$ cat src/rtl/mem_arbiter.sv
// ============================================================================
//  Module   : mem_arbiter
//  Purpose  : Arbitrates instruction fetch and data accesses onto a single
//             word-wide memory port with size/lane handling and misalign check.
//  Revision : 1.0  initial release
// ============================================================================
`default_nettype none

module mem_arbiter (
  input  logic        clk,
  input  logic        nRst,
  input  logic        imemRen,
  input  logic [31:0] imemaddr,
  input  logic        dmmRen,
  input  logic        dmmWen,
  input  logic [31:0] dmmaddr,
  input  logic [31:0] dmmstore,
  input  logic [1:0]  d_fetch,
  input  logic [31:0] mem_rdata,
  input  logic        mem_busy,
  output logic        mem_ren,
  output logic        mem_wen,
  output logic [31:0] mem_addr,
  output logic [31:0] mem_wdata,
  output logic [3:0]  mem_sel,
  output logic [31:0] imemload,
  output logic [31:0] dmmload,
  output logic        i_ready,
  output logic        d_ready,
  output logic        d_err
);

  localparam logic [1:0] c_IDLE = 2'd0;
  localparam logic [1:0] c_IACC = 2'd1;
  localparam logic [1:0] c_DACC = 2'd2;
  localparam logic [1:0] c_DONE = 2'd3;

  localparam logic [1:0] c_SZ_WORD = 2'b00;
  localparam logic [1:0] c_SZ_HALF = 2'b01;
  localparam logic [1:0] c_SZ_BYTE = 2'b10;

  logic [1:0]  r_state;
  logic [1:0]  w_next_state;
  logic [31:0] r_addr;
  logic [31:0] r_wdata;
  logic [1:0]  r_size;
  logic        r_wr;
  logic        r_is_data;
  logic        r_err;
  logic        r_last_data;

  logic        w_dreq;
  logic        w_grant_d;
  logic        w_grant_i;
  logic        w_misalign;
  logic [3:0]  w_sel;
  logic [31:0] w_wdata;
  logic [31:0] w_shifted;
  logic [31:0] w_load;

  // Data wins a tie unless it also won the previous grant.
  assign w_dreq    = dmmRen | dmmWen;
  assign w_grant_d = w_dreq & (~imemRen | ~r_last_data);
  assign w_grant_i = imemRen & ~w_grant_d;

  always_comb begin
    w_misalign = 1'b0;
    unique case (d_fetch)
      c_SZ_HALF: w_misalign = dmmaddr[0];
      c_SZ_BYTE: w_misalign = 1'b0;
      default:   w_misalign = (dmmaddr[1:0] != 2'b00);
    endcase
  end

  always_comb begin
    w_sel   = 4'b1111;
    w_wdata = r_wdata;
    unique case (r_size)
      c_SZ_HALF: begin
        w_sel   = r_addr[1] ? 4'b1100 : 4'b0011;
        w_wdata = {2{r_wdata[15:0]}};
      end
      c_SZ_BYTE: begin
        w_sel   = 4'b0001 << r_addr[1:0];
        w_wdata = {4{r_wdata[7:0]}};
      end
      default: begin
        w_sel   = 4'b1111;
        w_wdata = r_wdata;
      end
    endcase
  end

  assign w_shifted = mem_rdata >> {r_addr[1:0], 3'b000};

  always_comb begin
    w_load = mem_rdata;
    unique case (r_size)
      c_SZ_HALF: w_load = {16'b0, (r_addr[1] ? mem_rdata[31:16] : mem_rdata[15:0])};
      c_SZ_BYTE: w_load = {24'b0, w_shifted[7:0]};
      default:   w_load = mem_rdata;
    endcase
  end

  always_ff @(posedge clk or negedge nRst) begin
    if (!nRst) begin
      r_state <= c_IDLE;
    end else begin
      r_state <= w_next_state;
    end
  end

  always_comb begin
    w_next_state = r_state;
    unique case (r_state)
      c_IDLE: begin
        if (w_grant_d) begin
          w_next_state = w_misalign ? c_DONE : c_DACC;
        end else if (w_grant_i) begin
          w_next_state = c_IACC;
        end
      end
      c_IACC, c_DACC: begin
        if (!mem_busy) begin
          w_next_state = c_DONE;
        end
      end
      default: w_next_state = c_IDLE;
    endcase
  end

  always_comb begin
    mem_ren   = 1'b0;
    mem_wen   = 1'b0;
    mem_addr  = 32'b0;
    mem_wdata = 32'b0;
    mem_sel   = 4'b0;
    i_ready   = 1'b0;
    d_ready   = 1'b0;
    d_err     = 1'b0;
    unique case (r_state)
      c_IACC: begin
        mem_ren  = 1'b1;
        mem_addr = {r_addr[31:2], 2'b00};
        mem_sel  = 4'b1111;
      end
      c_DACC: begin
        mem_ren   = ~r_wr;
        mem_wen   = r_wr;
        mem_addr  = {r_addr[31:2], 2'b00};
        mem_sel   = w_sel;
        mem_wdata = w_wdata;
      end
      c_DONE: begin
        i_ready = ~r_is_data;
        d_ready = r_is_data;
        d_err   = r_is_data & r_err;
      end
      default: ;
    endcase
  end

  always_ff @(posedge clk or negedge nRst) begin
    if (!nRst) begin
      r_addr      <= 32'b0;
      r_wdata     <= 32'b0;
      r_size      <= 2'b0;
      r_wr        <= 1'b0;
      r_is_data   <= 1'b0;
      r_err       <= 1'b0;
      r_last_data <= 1'b0;
      imemload    <= 32'b0;
      dmmload     <= 32'b0;
    end else begin
      if (r_state == c_IDLE) begin
        if (w_grant_d) begin
          r_addr      <= dmmaddr;
          r_wdata     <= dmmstore;
          r_size      <= d_fetch;
          r_wr        <= dmmWen;
          r_is_data   <= 1'b1;
          r_err       <= w_misalign;
          r_last_data <= 1'b1;
          if (w_misalign) begin
            dmmload <= 32'b0;
          end
        end else if (w_grant_i) begin
          r_addr      <= imemaddr;
          r_size      <= c_SZ_WORD;
          r_wr        <= 1'b0;
          r_is_data   <= 1'b0;
          r_err       <= 1'b0;
          r_last_data <= 1'b0;
        end
      end
      if (r_state == c_IACC && !mem_busy) begin
        imemload <= mem_rdata;
      end
      if (r_state == c_DACC && !mem_busy && !r_wr) begin
        dmmload <= w_load;
      end
    end
  end

endmodule

`default_nettype wire

$ cat config.mk
export PLATFORM = sky130hd
export DESIGN_NAME = mem_arbiter
export DESIGN_NICKNAME = d
export VERILOG_FILES = /design/src/rtl/mem_arbiter.sv
export SDC_FILE = /design/constraint.sdc
export NUM_CORES = 1
export LEC_CHECK = 0
export ABC_AREA = 0
export CAP_MARGIN = 20
export CELL_PAD_IN_SITES_DETAIL_PLACEMENT = 1
export CELL_PAD_IN_SITES_GLOBAL_PLACEMENT = 1
export CORE_MARGIN = 2
export CORE_UTILIZATION = 32
export CTS_CLUSTER_SIZE = 16
export DETAILED_ROUTE_END_ITERATION = 6
export PLACE_DENSITY = 0.77
export SYNTH_ARGS = -nofsm -noshare
export SYNTH_HDL_FRONTEND = slang
export SYNTH_SLANG_ARGS = --single-unit
export TNS_END_PERCENT = 5
$ cat constraint.sdc
create_clock -name clk -period 2.35 [get_ports clk]
set_input_delay 0.3525 -clock clk [delete_from_list [all_inputs] [get_ports clk]]
set_output_delay 0.3525 -clock clk [all_outputs]
set_load 0.01 [all_outputs]
==> flow_summary_export.csv <==
group,metric,value,unit
floorplan,rows,52,
timing,setup_tns,-10.75,ps
routing,antenna_left,0,
layout,layout-area-overhead-vs-synth,59.50,%
layout,drive_gt1_frac,0.1807,
power_and_ir_drop,p_leak,4.941,nW
power_and_ir_drop,irDropWorstVdd,0.6019,mV
routing,vias,6019,
routing,avgRoutedWirePerCell,19.03,um
worst_setup_path,timing.rr.end,"dmmload[14]",
clock_network,cts-root-buf,"clkbuf_16",
layout,stdcell_count,1211,
layout,postLayoutCellArea,10540,um^2
floorplan,design.core.area,20230,um^2
timing,rsz0062_at_grt,"true",
logic_synthesis,yosys_warnings,0,
power_and_ir_drop,power_density,1413,nW/um^2
flow_run,maxCapViolations,0,
timing,slew_violations,0,
routing,drtIter0Drc,225,
timing,worst_pin_slew,794.5,ps
worst_setup_path,timing.rr.start,"r_size[0]",
worst_setup_path,reg2reg_slack,260,ps
worst_setup_path,reg2reg_depth,8,
worst_setup_path,cp_slowest_stage_delay,440,ps
place,dp.cells,1168,
layout,layout_common_cells,"clkdlybuf4s50_1, nand2_1, dfrtp_1",
clock_network,clkSinkCount,135,
timing,max_slew_margin,0.4684,
logic_synthesis,ys_seq_area_frac,0.5113,
power_and_ir_drop,power,14.90,mW
floorplan,dieHeight,147.7,um
timing,setup_viol,2,
floorplan,dieWidth,147.7,um
clock_network,clkTransAtPathRegs,60,ps
worst_setup_path,cp_max_fo,8,
logic_synthesis,synthArstFlopShare,1.000,
clock_network,numCtsBuffers,17,
layout,fillers,2225,
place,place_area,9768,um^2
grt,grt_pass1_vias,6350,
worst_setup_path,arrival,2000,ps
routing,dr.pass1.iters,4,
timing,holdWs,399.7,ps
layout,utilization,0.5208,
place,dp_worst_setup_slack,-54.70,ps
timing,fin_crit_sh,1.003,
clock_network,clock_latency,430,ps
logic_synthesis,synth_ff_type,"dfrtp_1",
routing,drc_errors,0,
clock_network,cts-htree-levels,4,
worst_setup_path,critPathKind,"flop to output pin",
grt,grt_util_all_layers,0.2135,
worst_setup_path,crit_path_end_kind,"output pin",
worst_setup_path,path_cells,"inv_2, ha_4, buf_12, or2_4, a22oi_1, nor2b_1, clkbuf_2",
worst_setup_path,cp.required,2000,ps
logic_synthesis,synth_area,6608,um^2
place,gp_congestion,0.8015,
floorplan,initial_utilization,0.3266,
layout,fin_nets,1071,
layout,diodes,0,
logic_synthesis,syn_inst,649,
place,place_hpwl,16720,um
grt,grt_pass1_wl,36100,um
routing,vias_per_cell,4.970,
layout,mostFrequentLayoutCell,"clkdlybuf4s50_1",
outcome,status,"finished, violations left",
logic_synthesis,synth-edff-count,0,
timing,max_freq,424.4,MHz
layout,multiInputGateArea,3138,um^2
timing,fin_skew,6.719,ps
logic_synthesis,synth_cell_type_count,34,
routing,routed_wirelength,23050,um
grt,antenna_found_initial,0,
timing,hold_viol_final,0,
worst_setup_path,slowest_stage,"dfrtp_2",
clock_network,clock_path_buffers,2,
floorplan,dieArea,21810,um^2
grt,grt_max_degree,53,
outcome,violations,"negative setup slack",
clock_network,cts_tree,"yes",
worst_setup_path,worstSetupStartpointType,"flop",
logic_synthesis,postSynthAreaPerCell,10.18,um^2
floorplan,ios,273,
grt,grt-ovfl-total,0,
timing,fin_crit,2356,ps
logic_synthesis,synth-seq-cells,135,
place,port_buffers,270,
hold_path,hold_class,"input pin to asynchronous set/reset pin",
timing,fin_ws,-6.084,ps
layout,register_area,3382,um^2
## worst max path at each step
stage	from	endpoint	slack, ps	cells after the start
detailed placement	r_size[0]	mem_wdata[12]	-50	6
floorplan	r_size[0]	mem_wdata[10]	370	7
finish	r_size[0]	mem_wdata[10]	-6	7
CTS	r_state[1]	mem_addr[29]	-200	5
global route	r_size[0]	mem_wdata[12]	-80	9
global placement	r_size[0]	mem_wdata[23]	30	7
## metal layers
metal | vias to the layer above | global-route usage | wire, um
met2 | 212 | 0.3547 | 11110
met5 | - | 0 | 0
met4 | 0 | 0.07067 | 544
li1 | 2810 | - | -
met3 | 33 | 0.05432 | 1509
met1 | 2964 | 0.2728 | 9885
## registers in the layout, summed over array words and instances (netlist names), 2 cells and up
signal	flops
imemload	32
r_size	2
r_state	2
dmmload	32
r_wdata	32
r_addr	32
## cells in the mapped netlist, drive strengths merged (2+ instances only)
| library cell | instances | area (um^2) |
|---|---|---|
| a21oi | 23 | 115.1 |
| mux2 | 40 | 450.4 |
| nand2 | 144 | 543.0 |
| clkbuf | 36 | 135.1 |
| dfrtp | 135 | 3378 |
| nor3b | 8 | 60.06 |
| a22o | 19 | 166.4 |
| a221o | 25 | 250.2 |
| o21ai | 37 | 185.2 |
| inv | 7 | 26.28 |
| and2 | 50 | 312.8 |
| nand2b | 3 | 18.77 |
| nor2b | 24 | 150.1 |
| o211ai | 8 | 60.06 |
| buf | 15 | 70.06 |
| nor2 | 7 | 26.28 |
| ha | 7 | 87.58 |
| o31ai | 3 | 22.52 |
| mux2i | 32 | 320.3 |
| o211a | 8 | 80.08 |
| a22oi | 8 | 60.06 |
| o21a | 2 | 15.01 |
## area by class of cell
class / instances / share of cell area
clock buffer: 17 / 0.04037
clock inverter: 15 / 0.02054
inverter: 7 / 0.002731
multi-input combinational: 457 / 0.2978
sequential: 135 / 0.3209
tap: 270 / 0.03205
timing repair buffer: 310 / 0.2856
## cell families (layout without fill, tap and decap cells)
kind of cell             count (synthesis)  in the layout  synth area share
AND/OR/NAND/NOR                        240            240            0.1723
AO/OA/AOI/OAI                          136            136            0.1509
flip-flops                             135            135            0.5113
multiplexers                            72             72            0.1166
buffers and inverters                   58            349           0.03503
adder cells (fa/ha/maj)                  7              7           0.01325
other                                    1              2         0.0005675
## timing repair
item	4_1_cts	5_1_grt
pin swaps	4	13
gates cloned	0	1
setup endpoints to repair	68	34
resized for setup	112	76
endpoints found under the hold margin	35	0
hold buffers	1	0
setup buffers	2	7
## power by group
part           switching, mW  internal (mW)  leakage (nW)
combinational           3.73           4.01          2.95
sequential             0.796           3.44          1.68
clock                   1.13           1.80         0.312
total                   5.65           9.25          4.94
## worst max-delay path: cells and delay by family (launching register included)
family	cells	cell delay [ps]
and+or+nand+nor	2	380
DFF	1	440
AOI/OAI and AO/OA	1	210
adders and majority gates	1	210
buffers and inverters	3	340
Power figures use the tool's default switching activity.
